File: src/rtl/nios_mul_share_arbiter.sv
// Round-robin sharing of one pipelined 32x32 -> low-32 multiplier cell between NUM_REQ requesters.
// Define MUL_SHARE_PERF_CNT_EN to add saturating issue/stall performance counters.
module nios_mul_share_arbiter #(
    parameter int NUM_REQ = 2,
    parameter int LATENCY = 1
) (
    input  logic                   clk,
    input  logic                   reset,
    input  logic [NUM_REQ-1:0]     req_valid,
    output logic [NUM_REQ-1:0]     req_ready,
    input  logic [32*NUM_REQ-1:0]  req_src1,
    input  logic [32*NUM_REQ-1:0]  req_src2,
    output logic [NUM_REQ-1:0]     rsp_valid,
    input  logic [NUM_REQ-1:0]     rsp_ready,
    output logic [32*NUM_REQ-1:0]  rsp_result,
    output logic [31:0]            mul_src1,
    output logic [31:0]            mul_src2,
    input  logic [31:0]            mul_result,
    output logic                   busy
`ifdef MUL_SHARE_PERF_CNT_EN
    ,
    output logic [31:0]            perf_issue_cnt,
    output logic [31:0]            perf_stall_cnt
`endif
);

    logic [NUM_REQ-1:0]        pending;
    logic [NUM_REQ-1:0]        eligible;
    logic [NUM_REQ-1:0]        rsp_fire;
    logic [7:0]                elig_pad;
    logic [2:0]                rr_ptr;
    logic [2:0]                win_id;
    logic [2:0]                next_ptr;
    logic                      grant_any;
    logic [LATENCY-1:0]        tag_vld;
    logic [LATENCY-1:0][2:0]   tag_id;
    logic                      cap_vld;
    logic [2:0]                cap_id;

    assign eligible = req_valid & ~pending;
    assign rsp_fire = rsp_valid & rsp_ready;
    assign cap_vld  = tag_vld[LATENCY-1];
    assign cap_id   = tag_id[LATENCY-1];
    assign busy     = |tag_vld;

    // Padded to 8 so the rotating search can index with a 3-bit id for any NUM_REQ.
    always_comb begin
        elig_pad = '0;
        elig_pad[NUM_REQ-1:0] = eligible;
    end

    always_comb begin
        logic [3:0] idx;
        idx       = '0;
        grant_any = 1'b0;
        win_id    = '0;
        for (int unsigned k = 0; k < NUM_REQ; k++) begin
            idx = {1'b0, rr_ptr} + 4'(k);
            if (idx >= 4'(NUM_REQ)) begin
                idx = idx - 4'(NUM_REQ);
            end
            if (!grant_any && elig_pad[idx[2:0]]) begin
                grant_any = 1'b1;
                win_id    = idx[2:0];
            end
        end
        if (reset) begin
            grant_any = 1'b0;
            win_id    = '0;
        end
    end

    always_comb begin
        req_ready = '0;
        mul_src1  = '0;
        mul_src2  = '0;
        for (int unsigned i = 0; i < NUM_REQ; i++) begin
            if (grant_any && win_id == 3'(i)) begin
                req_ready[i] = 1'b1;
                mul_src1     = req_src1[i*32 +: 32];
                mul_src2     = req_src2[i*32 +: 32];
            end
        end
    end

    assign next_ptr = (win_id == 3'(NUM_REQ - 1)) ? 3'd0 : win_id + 3'd1;

    always_ff @(posedge clk or posedge reset) begin
        if (reset) begin
            rr_ptr     <= '0;
            pending    <= '0;
            tag_vld    <= '0;
            tag_id     <= '0;
            rsp_valid  <= '0;
            rsp_result <= '0;
        end else begin
            if (grant_any) begin
                rr_ptr <= next_ptr;
            end
            tag_vld[0] <= grant_any;
            tag_id[0]  <= win_id;
            for (int unsigned s = 1; s < LATENCY; s++) begin
                tag_vld[s] <= tag_vld[s-1];
                tag_id[s]  <= tag_id[s-1];
            end
            // Grant and response handshake never coincide for one requester: pending blocks the grant.
            for (int unsigned i = 0; i < NUM_REQ; i++) begin
                if (req_ready[i]) begin
                    pending[i] <= 1'b1;
                end else if (rsp_fire[i]) begin
                    pending[i] <= 1'b0;
                end
                if (cap_vld && cap_id == 3'(i)) begin
                    rsp_valid[i]            <= 1'b1;
                    rsp_result[i*32 +: 32]  <= mul_result;
                end else if (rsp_fire[i]) begin
                    rsp_valid[i] <= 1'b0;
                end
            end
        end
    end

`ifdef MUL_SHARE_PERF_CNT_EN
    logic stall_cycle;

    assign stall_cycle = |(eligible & ~req_ready);

    always_ff @(posedge clk or posedge reset) begin
        if (reset) begin
            perf_issue_cnt <= '0;
            perf_stall_cnt <= '0;
        end else begin
            if (grant_any && perf_issue_cnt != '1) begin
                perf_issue_cnt <= perf_issue_cnt + 32'd1;
            end
            if (stall_cycle && perf_stall_cnt != '1) begin
                perf_stall_cnt <= perf_stall_cnt + 32'd1;
            end
        end
    end
`endif

endmodule

File: config.mk
export PLATFORM = sky130hd
export DESIGN_NAME = nios_mul_share_arbiter
export DESIGN_NICKNAME = d
export VERILOG_FILES = /design/src/rtl/nios_mul_share_arbiter.sv
export SDC_FILE = /design/constraint.sdc
export NUM_CORES = 1
export LEC_CHECK = 0
export CAP_MARGIN = 20
export CORE_UTILIZATION = 40
export DETAILED_ROUTE_END_ITERATION = 7
export DONT_BUFFER_PORTS = 1
export SYNTH_ARGS = -nofsm -noshare
export SYNTH_HDL_FRONTEND = slang
export SYNTH_SLANG_ARGS = --single-unit
export TNS_END_PERCENT = 100
File: constraint.sdc
create_clock -name clk -period 4.8 [get_ports clk]
set_input_delay 0.96 -clock clk [delete_from_list [all_inputs] [get_ports clk]]
set_output_delay 0.96 -clock clk [all_outputs]
set_load 0.02 [all_outputs]
==> results.md, run 1 <==
* # H-tree levels at 3
* M3 GR Usage at 0.0584
* HP Class: reg2reg
* Initial core utilization at 0.411
* Met1 Usage GRT at 0.270
* Dominant cell type by area after synthesis: dfrtp_1
* Net switching power at 1.90 mW
* Final WL at 18.3 mm
* Max_slew headroom at 0.435
* CTS tree: built
* Arr. time, crit path at 3280 ps
* VDD IR max at 382 uV
* Area of the core at 14600 um^2
* Top post-synthesis cells by area: dfrtp_1, o221ai_1, a221oi_2
* DR vias/cell at 7.35
* Routed wire per std cell at 25.6 um
* Cells after Synth at 525
* Pleak at 2.86 nW
* GR peak layer: met2
* Die height at 124 um
* Hold Slack at 512 ps
* Share of layout cells above drive strength 1 at 0.388
* Total CTS buffers at 9
* Initial DRC count at 371
* Vias in the first global route at 5287
* IO Count at 299
* Sw Share at 0.475
* Unique masters post-synth at 39
* Top-area cell type share of the netlist area at 0.313
* DRC at 0
* Clk root buf: clkbuf_16
* Clk pwr share at 0.176
* Crit path max fanout at 41
* Slowest CP cell: buf_4
* Reg area at 1880 um^2
* Critical Path RT at 3840 ps
* Measured slew at the worst slew-check pin at 847 ps
* CP dominant cell by count: buf_4
* Resize count post-CTS at 0
* TritonCTS Sinks at 75
* Largest net degree at the start of global routing at 69
* Total gr overflow at 0
* Fmax at 236 MHz
* Minimum clock period at 4240 ps
* Setup Buffers After CTS at 0
* Setup tns final at 0 ps
* Critical Path End Type: primary output
* Synthesized area per cell at 11.4 um^2
* YS warnings at 0
* Row count at 44
* Ant diodes at 0
* RD Place Congestion at 0.784
* Nets@finish at 697
* Power Density at 594 nW/um^2
* Post-DP HPWL at 12.5 mm
* Sequential share of power at 0.319
* Slowest stage delay, CP at 600 ps
* Routed Antenna Nets at 0
* CP Launch Type: flip-flop
* Pins Over Slew Limit at 0
* Setup Skew at 5.85 ps
* Multi-input gate area at 3810 um^2
* RSZ-0062 raised after global routing: no
* Die Wd at 124 um
* Final Cycle Share at 0.883
* WHS Endpoint: rsp_valid[0]
* Max_cap viols at 0
* Met2 usage at 0.386
* Hold_sp: cap_id[0]
* Clk buf depth at 2
* CTS clk-pin slew, worst paths at 60 ps
* Combinational share of power at 0.505
* Share of the yosys chip area belonging to registers at 0.313
* Power Total at 4.00 mW
* Fraction of registers with async set or reset after synthesis at 1.00
* Final hold violation count at 0
* CP Class: reg2out
* Worst-case reg-to-reg path depth at 8
* Post-synth EDFFs at 0
* Fillcell total at 1326
* Main synth FF type: dfrtp_1
* First-pass GRT wire length at 28.8 mm
* Area growth syn-to-layout at 12.3%
* Crit path cell chain: inv_1, ha_1, and3b_1, o311a_1, nor4_4, buf_4, a221oi_1, buf_4
* TritonRoute pass-1 iters at 6
* Synthesized flop and latch total at 75
* Mapped cell area at 6000 um^2
* Initial antenna violation count at 0
* All-layer global routing usage at 0.226
* Port Buffers at 0
* Reg2Reg Setup Slack at 2130 ps
* Reg2Reg Launch Point: rr_ptr[1]
* Hold Path Stages at 1
* Clock latency on the worst-skew pair at 330 ps
* Reg2reg end: rr_ptr[2]
* Die area at 15500 um^2
* Final setup fails at 0
* Via count at 5257
* Outcome: complete, no violations
* Hold-fix buffers, CTS at 0
* Pint at 2.10 mW
[critical path, delay by kind of cell (launching register included)]
kind | cells | cell delay, ps
and+or+nand+nor | 2 | 520
AOI/OAI and AO/OA | 2 | 560
buffers and inverters | 3 | 950
adders and majority gates | 1 | 360
DFF | 1 | 520
[power groups by stage]
stage	combinational, mW	sequential [mW]	clock, mW
2_1_floorplan	1.67	1.18	0
3_3_place_gp	1.94	1.28	0
3_5_place_dp	2.03	1.28	0
4_1_cts	2.03	1.28	0.715
5_1_grt	2.17	1.30	0.745
6_report	2.02	1.28	0.703
[layout make-up]
class	instances	area share
tap	184	0.0342
timing repair buffer	60	0.0687
clock inverter	4	0.00817
clock buffer	12	0.0396
inverter	7	0.00390
multi-input combinational	373	0.566
sequential	75	0.279
[cell families after synthesis]
family / synth area share
adder cells (fa/ha/maj): 0.0104
AND/OR/NAND/NOR: 0.0305
multiplexers: 0.227
other: 0.000625
AO/OA/AOI/OAI: 0.357
XOR/XNOR: 0.00146
buffers and inverters: 0.0597
flip-flops: 0.313
[state kept, by name, indices dropped and copies added (netlist names)]
signal and cells:
rsp_valid 2, pending 2, cap_id 3, rsp_result 64, rr_ptr 3, busy 1
[cells in the mapped netlist, drive strengths merged, types with 2 or more instances]
master   count
a221o        2
nor2b        2
clkbuf      46
o221ai     128
nor2         8
mux2        64
inv          7
a221oi      64
nand2        4
a2111oi      2
a21oi        4
a21o         2
dfrtp       75
mux2i       64
buf         25
and3         2
o31ai        2
nand3        2
nand2b       2
ha           5
[how the worst max path moves through the flow]
stage                          from      endpoint
after floorplan           rr_ptr[0]  mul_src2[10]
after global placement        reset  mul_src2[10]
after detailed placement      reset   mul_src2[0]
after CTS                 rr_ptr[1]   mul_src2[0]
after global routing      rr_ptr[1]  mul_src2[31]
final                     rr_ptr[1]  mul_src2[31]
[placed cells by master (no fill, tap or decap), drive strengths merged, types with 4 or more instances in the layout]
cell type and instances:
a21oi 4, a221oi 64, buf 60, clkbuf 12
dfrtp 75, ha 5, inv 9, mux2 64
mux2i 64, nand2 4, nor2 8, o221ai 128
[through the flow]
step                 util  setup slack (ps)  instances  instance area, um^2
finish              0.462               560        715                 6740
global route        0.462               404        715                 6740
CTS                 0.462               571        715                 6740
detailed placement  0.440               874        699                 6410
global placement    0.440               962        699                 6410
floorplan               -              1090        526                 6000
[metal layers]
metal | up-vias | share of wire | wire (um)
li1 | 2282 | - | -
met4 | 0 | 0.029 | 530
met1 | 2688 | 0.38 | 6980
met3 | 39 | 0.083 | 1520
met2 | 248 | 0.51 | 9260
met5 | - | 0 | 0
Note: power is estimated with default switching activity, not from simulation.
==> inputs of run 2 (changes only) <==
- CORE_UTILIZATION: 40 -> 45
==> results.md, run 2 (synthesis gave the netlist of run 1 again) <==
* Die area at 13800 um^2
* M3 GR Usage at 0.0822
* Layout Cells excl Fill at 686
* Final setup fails at 0
* Worst Setup Slack, final at 504 ps
* Minimum clock period at 4300 ps
* Resize count post-CTS at 0
* Final WL at 17.5 mm
* Largest net degree at the start of global routing at 85
* Post-DP HPWL at 11.9 mm
* Die height at 117 um
* Initial DRC count at 495
* CP Launch Type: flip-flop
* CTS tree: built
* First-pass GRT wire length at 27.5 mm
* Multi-input gate area at 3810 um^2
* RD Place Congestion at 0.786
* Area growth syn-to-layout at 10.0%
* Top reg by flops: rsp_result
* Area of the core at 12800 um^2
* Via count at 5132
* Die Wd at 117 um
* Routed wire per std cell at 25.5 um
* Fmax at 233 MHz
* Nets@finish at 680
* Outcome: complete, no violations
* Hold-fix buffers, CTS at 0
* Share of layout cells above drive strength 1 at 0.366
* Setup Buffers After CTS at 0
* Hold Slack at 505 ps
* Commonest non-fill, non-tap cell in the layout: o221ai_1
* Total CTS buffers at 9
* DRC at 0
* # H-tree levels at 3
* CTS clk-pin slew, worst paths at 60 ps
* IO Count at 299
* CP Class: reg2out
* Setup Skew at 5.01 ps
* Reg area at 1880 um^2
* Fillcell total at 1124
* Row count at 41
* Max_cap viols at 0
* Initial antenna violation count at 0
* HP Class: reg2reg
* Pleak at 2.77 nW
* Vias in the first global route at 5061
* Initial core utilization at 0.468
* Arr. time, crit path at 3340 ps
* TritonCTS Sinks at 75
* Setup WS pre-CTS at 849 ps
* Final Cycle Share at 0.895
* Critical Path RT at 3840 ps
* Final hold violation count at 0
* All-layer global routing usage at 0.243
* Power Density at 599 nW/um^2
* GR peak layer: met2
* Port Buffers at 0
* Clk root buf: clkbuf_16
* Max reg flops at 64
* Measured slew at the worst slew-check pin at 1070 ps
* Met1 Usage GRT at 0.281
* Ant diodes at 0
* Total gr overflow at 0
* Clock latency on the worst-skew pair at 330 ps
* Met2 usage at 0.411
* DR vias/cell at 7.48
* Routed Antenna Nets at 0
* VDD IR max at 348 uV
* TritonRoute pass-1 iters at 6
* Setup tns final at 0 ps
* Pins Over Slew Limit at 0
* Clk buf depth at 2
* Max_slew headroom at 0.284
* Post-Place Cells at 670
* Critical Path End Type: primary output
* Crit path max fanout at 48
* Most frequent cells in the layout: o221ai_1, dfrtp_1, mux2_2, mux2i_1, a221oi_2
* RSZ-0062 raised after global routing: no
[run 2: changes by cell type in the layout (fill, tap and decap cells not counted)]
cell / change
bufinv_16: +1
clkinv_4: +1
inv_8: +1
buf_4: -17
clkbuf_1: +1
inv_6: -1
clkbuf_8: -3
[run 2: critical path: stages, from the launching register on]
cell,delay (ps)
dfrtp_1,510
inv_1,130
ha_1,360
and3b_1,280
o311a_1,430
nor4_4,240
buf_4,670
a221oi_1,140
buf_4,210
[run 2: final cells by class]
type / count / share of cell area
clock inverters: 6 / 0.0146
multi-input cells: 373 / 0.578
clock buffers: 10 / 0.0347
repair buffers: 43 / 0.0508
flip-flops and latches: 75 / 0.285
inverters: 7 / 0.00398
well taps: 172 / 0.0326
[run 2: worst paths after layout]
path / from / end / slack, ps / cells after the start
worst max-delay path: rr_ptr[1] / mul_src2[3] / 500 / 8
worst min-delay path: cap_id[0] / rsp_valid[0] / 500 / 1
worst max register to register: rr_ptr[1] / rr_ptr[2] / 2260 / 8
worst min register to register: cap_id[0] / rsp_valid[0] / 500 / 1
max in group asynchronous: reset / rsp_result[57] / 3180 / 2
min in group asynchronous: reset / rsp_result[61] / 710 / 1
[run 2: through the flow]
step	total power, mW	instance area, um^2	utilization
4_1_cts	3.96	6600	0.514
3_3_place_gp	3.18	6270	0.489
6_report	3.95	6600	0.514
2_1_floorplan	2.86	6000	-
5_1_grt	4.17	6600	0.514
3_5_place_dp	3.24	6270	0.489
[run 2: report_power, final]
group	internal, mW	total, mW	switching, mW
combinational	0.780	1.99	1.21
sequential	0.839	1.24	0.400
clock	0.461	0.721	0.260
total	2.08	3.95	1.87
[run 2: routing by layer]
| layer | routed length, um | share of wire |
|---|---|---|
| met5 | 0 | 0 |
| met4 | 505 | 0.029 |
| met3 | 1640 | 0.094 |
| met2 | 8600 | 0.49 |
| met1 | 6730 | 0.39 |
